File: src/rtl/div_pkg.sv
// Shared definitions for the sequential restoring divider: FSM states,
// default operand width and the quotient reported on divide-by-zero.
package div_pkg;

    localparam int DIV_WIDTH = 32;

    // Wide enough for any supported width; the divider slices off its own N bits.
    localparam logic [63:0] DBZ_QUOTIENT = '1;

    typedef enum logic [1:0] {
        IDLE = 2'd0,
        RUN  = 2'd1,
        FIN  = 2'd2
    } state_t;

endpackage

File: src/rtl/div_step.sv
// One combinational restoring-division step: shift {rem,quo} left, trial
// subtract the divisor, keep the difference only when it does not borrow.
module div_step
    import div_pkg::*;
#(
    parameter int N = DIV_WIDTH
) (
    input  logic [N-1:0] i_rem,
    input  logic [N-1:0] i_quo,
    input  logic [N-1:0] i_divisor,
    output logic [N-1:0] o_rem,
    output logic [N-1:0] o_quo
);

    logic [N:0]   w_shift_rem;
    logic [N+1:0] w_diff;
    logic         w_borrow;

    // The shifted remainder needs N+1 bits, so an extra top bit carries the borrow.
    assign w_shift_rem = {i_rem, i_quo[N-1]};
    assign w_diff      = {1'b0, w_shift_rem} - {2'b00, i_divisor};
    assign w_borrow    = w_diff[N+1];

    // Whichever value is kept is below the divisor, so it fits in N bits.
    assign o_rem = N'(w_borrow ? w_shift_rem : w_diff[N:0]);
    assign o_quo = {i_quo[N-2:0], ~w_borrow};

endmodule

File: src/rtl/div32_seq.sv
// Sequential N-bit restoring divider, one quotient bit per cycle.
// Define DIV32_SEQ_SIGNED_EN to add the sgn input for two's-complement division.
module div32_seq
    import div_pkg::*;
#(
    parameter int N = DIV_WIDTH
) (
    input  logic         clk,
    input  logic         rst,
    input  logic         start,
    input  logic [N-1:0] dividend,
    input  logic [N-1:0] divisor,
`ifdef DIV32_SEQ_SIGNED_EN
    input  logic         sgn,
`endif
    output logic         busy,
    output logic         done,
    output logic [N-1:0] quotient,
    output logic [N-1:0] remainder,
    output logic         div_by_zero
);

    localparam int CW = $clog2(N + 1);

    state_t        r_state;
    logic [CW-1:0] r_count;
    logic [N-1:0]  r_rem;
    logic [N-1:0]  r_quo;
    logic [N-1:0]  r_divisor;
    logic          r_dbz;
    logic          r_neg_q;
    logic          r_neg_r;
    logic          r_busy;
    logic          r_done;
    logic [N-1:0]  r_quotient;
    logic [N-1:0]  r_remainder;
    logic          r_div_by_zero;

    logic [N-1:0]  w_rem_next;
    logic [N-1:0]  w_quo_next;
    logic [N-1:0]  w_op_a;
    logic [N-1:0]  w_op_b;
    logic          w_neg_q;
    logic          w_neg_r;

`ifdef DIV32_SEQ_SIGNED_EN
    logic w_a_neg;
    logic w_b_neg;

    // Divide magnitudes; the signs are reapplied to the results in FIN.
    assign w_a_neg = sgn & dividend[N-1];
    assign w_b_neg = sgn & divisor[N-1];
    assign w_op_a  = w_a_neg ? -dividend : dividend;
    assign w_op_b  = w_b_neg ? -divisor  : divisor;
    assign w_neg_q = w_a_neg ^ w_b_neg;
    assign w_neg_r = w_a_neg;
`else
    assign w_op_a  = dividend;
    assign w_op_b  = divisor;
    assign w_neg_q = 1'b0;
    assign w_neg_r = 1'b0;
`endif

    div_step #(
        .N(N)
    ) u_step (
        .i_rem     (r_rem),
        .i_quo     (r_quo),
        .i_divisor (r_divisor),
        .o_rem     (w_rem_next),
        .o_quo     (w_quo_next)
    );

    always_ff @(posedge clk) begin
        if (rst) begin
            r_state       <= IDLE;
            r_count       <= '0;
            r_rem         <= '0;
            r_quo         <= '0;
            r_divisor     <= '0;
            r_dbz         <= 1'b0;
            r_neg_q       <= 1'b0;
            r_neg_r       <= 1'b0;
            r_busy        <= 1'b0;
            r_done        <= 1'b0;
            r_quotient    <= '0;
            r_remainder   <= '0;
            r_div_by_zero <= 1'b0;
        end else begin
            r_done <= 1'b0;
            case (r_state)
                IDLE: begin
                    if (start) begin
                        r_quo     <= w_op_a;
                        r_divisor <= w_op_b;
                        r_neg_q   <= w_neg_q;
                        r_neg_r   <= w_neg_r;
                        if (divisor == '0) begin
                            // Park the raw dividend; it is reported as the remainder.
                            r_rem   <= dividend;
                            r_dbz   <= 1'b1;
                            r_count <= '0;
                            r_state <= FIN;
                        end else begin
                            r_rem   <= '0;
                            r_dbz   <= 1'b0;
                            r_count <= CW'(N);
                            r_busy  <= 1'b1;
                            r_state <= RUN;
                        end
                    end
                end
                RUN: begin
                    r_rem   <= w_rem_next;
                    r_quo   <= w_quo_next;
                    r_count <= r_count - CW'(1);
                    if (r_count == CW'(1)) begin
                        r_busy  <= 1'b0;
                        r_state <= FIN;
                    end
                end
                FIN: begin
                    r_done  <= 1'b1;
                    r_state <= IDLE;
                    if (r_dbz) begin
                        r_quotient    <= DBZ_QUOTIENT[N-1:0];
                        r_remainder   <= r_rem;
                        r_div_by_zero <= 1'b1;
                    end else begin
                        r_quotient    <= r_neg_q ? -r_quo : r_quo;
                        r_remainder   <= r_neg_r ? -r_rem : r_rem;
                        r_div_by_zero <= 1'b0;
                    end
                end
                default: r_state <= IDLE;
            endcase
        end
    end

    assign busy        = r_busy;
    assign done        = r_done;
    assign quotient    = r_quotient;
    assign remainder   = r_remainder;
    assign div_by_zero = r_div_by_zero;

endmodule

File: config.mk
export PLATFORM = sky130hd
export DESIGN_NAME = div32_seq
export DESIGN_NICKNAME = d
export VERILOG_FILES = /design/src/rtl/div_pkg.sv /design/src/rtl/div_step.sv /design/src/rtl/div32_seq.sv
export SDC_FILE = /design/constraint.sdc
export NUM_CORES = 1
export LEC_CHECK = 0
export BUFFER_PORTS_ARGS = -buffer_cell sky130_fd_sc_hd__buf_2
export CAP_MARGIN = 40
export CORE_UTILIZATION = 38
export CTS_CLUSTER_DIAMETER = 150
export DETAILED_ROUTE_END_ITERATION = 7
export SYNTH_ARGS = -nofsm -noshare
export SYNTH_HDL_FRONTEND = slang
export SYNTH_SLANG_ARGS = --single-unit
export TNS_END_PERCENT = 30
File: constraint.sdc
create_clock -name clk -period 3.7 [get_ports clk]
set_input_delay 0.555 -clock clk [delete_from_list [all_inputs] [get_ports clk]]
set_output_delay 0.555 -clock clk [all_outputs]
set_load 0.01 [all_outputs]
==> flow_results.org <==
** Setup path
- Cell class contributing the biggest share of worst-path delay :: compound AO/OA/AOI/OAI gates
- Of all nets on the critical path, the largest fanout is 32.
- For the worst setup path, the data required time is 4.03 ns.
- Critical path endpoint category :: flop
- In this run the critical register-to-register path is launched from r_divisor[1]$_SDFFE_PP0P_.
- The critical path contains buffers and inverters numbering 2 combined.
- Cell with the biggest individual delay on the critical path :: o21ai_4
- In this run the critical register-to-register path is captured at r_rem[2]$_SDFFE_PP0P_.
- Crit start category :: flop
- Reg2reg setup slack :: between 0.4 and 0.5 ns
- Largest stage delay on the critical path :: ~0.4 ns
- FF-to-FF path depth :: 12
- Crit path cell chain :: inv_1 -> ha_1 -> nor2b_1 -> o2111ai_1 -> a31o_1 -> o31a_1 -> o2111ai_2 -> a31oi_2 -> o21ai_4 -> buf_12 -> mux2i_1 -> a221oi_1
- Kind of critical path :: reg -> reg
- STA puts the critical path data arrival time at between 3 and 4 ns.

** STA
- Setup repair after global routing left no endpoint under its margin.
- Minimum clock period :: around 3.2 ns
- Post-route fraction of the period consumed by the critical path :: 0.877
- Final-layout worst hold slack :: roughly 0.37 ns
- At the pin with the least slew margin, the transition time is between 0.8 and 0.9 ns.
- The number of pins exceeding their max-slew limit in the final report is 0.
- Slew headroom :: 0.443
- For the final database, setup skew stands at 0.0113 ns.
- Maximum clock rate :: around 0.31 GHz
- The hold violation total from the final report came to 0.
- In the final timing run, aggregate negative setup slack is 0 ns.
- Number of failing setup endpoints in the final timing report :: 0

** Synth
- The average instance in the mapped netlist occupies just under 8 um2.
- For this run, the register share of the synthesized area comes to 0.393.
- After synthesis the cells add up to 8750 um2.
- For this run, the leading register cell type out of synthesis is dfxtp_1.
- Counting flops with an async set or reset pin after synthesis yields a share of 0.
- In this run, synthesis inferred 0 flip-flops with an integrated enable.
- Post-synthesis cell count :: about 1100
- Number of distinct standard cells referenced by the synthesized netlist :: 58
- For this run, the number of Yosys warnings is 0.
- Syn nets :: 1239
- Flip-flop and latch count after synthesis :: between 150 and 200

** Placement
- In this run, placement finished with an instance count of ~1500.
- Placed Area :: slightly below 10000 um2
- The congestion estimate from routability-driven global placement came to about 0.86.
- Detailed Place HPWL :: between 15000 and 20000 um
- During placement, the flow inserted port buffers numbering about 130.

** Power and ir drop
- For this design the static power due to leakage is about 4.2 nW.
- Sw Share :: 0.336
- Power per cell area :: between 500 and 600 nW/um2
- The design draws 5.98 mW.
- The share of total power dissipated in combinational logic is 0.303.
- Sequential Power Share :: 0.356
- Across the VDD grid, the largest voltage drop is around 0.0003 V.
- P_int :: ~4.0 mW
- Clock network power share :: 0.341
- Summed over all nets, the switching power comes to around 2 mW.

** Layout
- For this run, the post-layout net count is 1320.
- Share of layout cells above drive strength 1 :: 0.159
- After the flow finishes, the layout carries non-filler instances totaling 1516.
- From synthesis to final layout, the design area changed by 17.6%.
- The finished cells cover 10300 um2.
- # diodes :: 0

** Routing
- The final layout contains routed wiring with a total length of ~25000 um.
- Initial DRT Pass Iterations :: 7
- Mean number of vias per cell :: approximately 5.4
- Once detail routing completed, the nets flagged for antenna violations numbered 0.
- Routed len/inst :: approximately 16 um
- In the routed design, unresolved DRC markers number 0.
- The detailed router finished its first iteration with between 700 and 800 violations.
- Via count of the routed design :: about 8200

** Clocking
- For this design, the sink count on the clock tree is around 170.
- Clk pin slew, worst setup/hold paths :: ~0.070 ns
- After clock tree synthesis, the repair step resized 0 gates.
- Post-CTS Setup Inserts :: 0
- Clock insertion delay at the later pin of the skew report :: about 0.44 ns
- CTS built an H-tree with a depth of 4.
- Hold-fix buffers at CTS :: 0
- In this run, CTS created clock tree buffers numbering 17.
- TritonCTS clock tree :: yes
- Clock root buffer master :: clkbuf_16
- The clock passes through at most 2 buffers.

** Floorplanning
- Number of rows in the core area :: 55
- The die covers about 24000 um2.
- Height of the die :: 154 um
- Starting density of the core :: 0.387
- Die Width :: about 150 um
- The core region is between 20000 and 25000 um2.
- Number of primary I/O pins :: 134

** Run
- MaxCap Viol Count :: 0

** Worst hold path
- The worst hold path was traced through 3 stages.
- The startpoint identified for the worst hold timing path is divisor[18].
- Path category of the worst min-delay check :: in -> reg
- The path with the worst hold slack has its endpoint at r_divisor[18]$_SDFFE_PP0P_.

** Global route
- First-pass GRT wire length :: 40500 um
- Entering global routing, the biggest net connects 73 pins.
- Across every metal layer, demand over resource in global routing totals 0.213.
- Antenna violations before repair :: 0
- The total overflow left after global routing is 0.
- The via count of the first global-routing pass is about 7700.

** Status
- The run finished with clean final reports.
==> per-layer routing <==
metal,track usage,up-vias,part of all wire
li1,-,4169,-
met5,0,-,0
met3,0.0403,22,0.057
met1,0.310,3776,0.51
met4,0.0595,0,0.012
met2,0.319,229,0.42
==> kinds of logic after synthesis <==
group                      Yosys count  synth area share
AOI/OAI and AO/OA                  274             0.206
xor gates and xnor gates            29            0.0290
adders and majority gates           35            0.0509
buffers and inverters              132            0.0590
DFF                                172             0.393
muxes                               22            0.0252
and+or+nand+nor                    473             0.236
==> cell type report <==
type,instances,area [um2]
clock inverter,14,230
tap,285,357
timing repair buffer,152,848
fill,2304,12400
sequential,172,3440
multi-input combinational,833,4820
clock buffer,18,429
inverter,42,158
==> placed cells by master (no fill, tap or decap), types with 18 or more instances in the layout <==
master | synthesis | final
a21o_1 | 18 | 18
nand3_1 | 37 | 37
buf_2 | 5 | 132
a311oi_1 | 32 | 32
mux2i_1 | 22 | 22
nor2_1 | 90 | 89
a21oi_1 | 131 | 131
nand2_1 | 212 | 212
dfxtp_1 | 172 | 172
ha_1 | 34 | 34
nor3_1 | 81 | 81
inv_1 | 42 | 42
==> state kept, by name, indices dropped and copies added, names as in the netlist <==
| signal | cells |
|---|---|
| done | 1 |
| r_dbz | 1 |
| div_by_zero | 1 |
| quotient | 32 |
| r_state | 2 |
| remainder | 32 |
| r_divisor | 32 |
| r_count | 6 |
| busy | 1 |
| r_quo | 32 |
| r_rem | 32 |
==> worst max path at each step <==
stage	slack, ns	endpoint	start	depth (start not counted)
after detailed placement	0.47	r_rem[2]$_SDFFE_PP0P_	r_divisor[1]$_SDFFE_PP0P_	12
after global placement	0.61	r_rem[1]$_SDFFE_PP0P_	r_divisor[1]$_SDFFE_PP0P_	12
after floorplan	1.02	r_rem[16]$_SDFFE_PP0P_	r_divisor[1]$_SDFFE_PP0P_	12
after CTS	0.46	r_rem[19]$_SDFFE_PP0P_	r_divisor[1]$_SDFFE_PP0P_	12
after global routing	0.20	r_rem[12]$_SDFFE_PP0P_	r_divisor[1]$_SDFFE_PP0P_	12
final	0.46	r_rem[2]$_SDFFE_PP0P_	r_divisor[1]$_SDFFE_PP0P_	12
==> cells in the mapped netlist (7+ instances only) <==
cell      number  area share
xor2_1        15       0.015
nand4_1        9      0.0064
nor2b_1        7      0.0050
nor3_1        81       0.046
dfxtp_1      172        0.39
a21oi_1      131       0.075
a31oi_1       11      0.0079
inv_1         42       0.018
clkbuf_1      74       0.032
nand2b_1      10      0.0071
o21ai_0       13      0.0074
a221oi_1      17       0.017
nor2_1        90       0.039
buf_1          9      0.0039
a211oi_1      10      0.0086
a21o_1        18       0.015
nand3_1       37       0.021
xnor2_1       14       0.014
ha_1          34       0.049
a311oi_1      32       0.032
nor4_1        14       0.010
nand2_1      212       0.091
mux2i_1       22       0.025
==> through the flow <==
step | utilization | worst slack, ns
floorplan | - | 1.02
global placement | 0.424 | 0.606
detailed placement | 0.425 | 0.468
CTS | 0.454 | 0.461
global route | 0.454 | 0.199
finish | 0.454 | 0.456
==> power by group through the flow <==
stage          combinational [mW]  clock [mW]  sequential, mW
6_report                     1.81        2.04            2.13
5_1_grt                      2.02        2.14            2.15
4_1_cts                      1.80        2.06            2.13
3_5_place_dp                 1.79           0            2.17
3_3_place_gp                 1.77           0            2.17
2_1_floorplan                1.39           0            2.14
==> tightest hold or removal path: stages <==
cell	delay (ns)
buf_2	0.11
nand2_1	0.05
a21oi_1	0.05
Note: power is estimated with default switching activity, not from simulation.
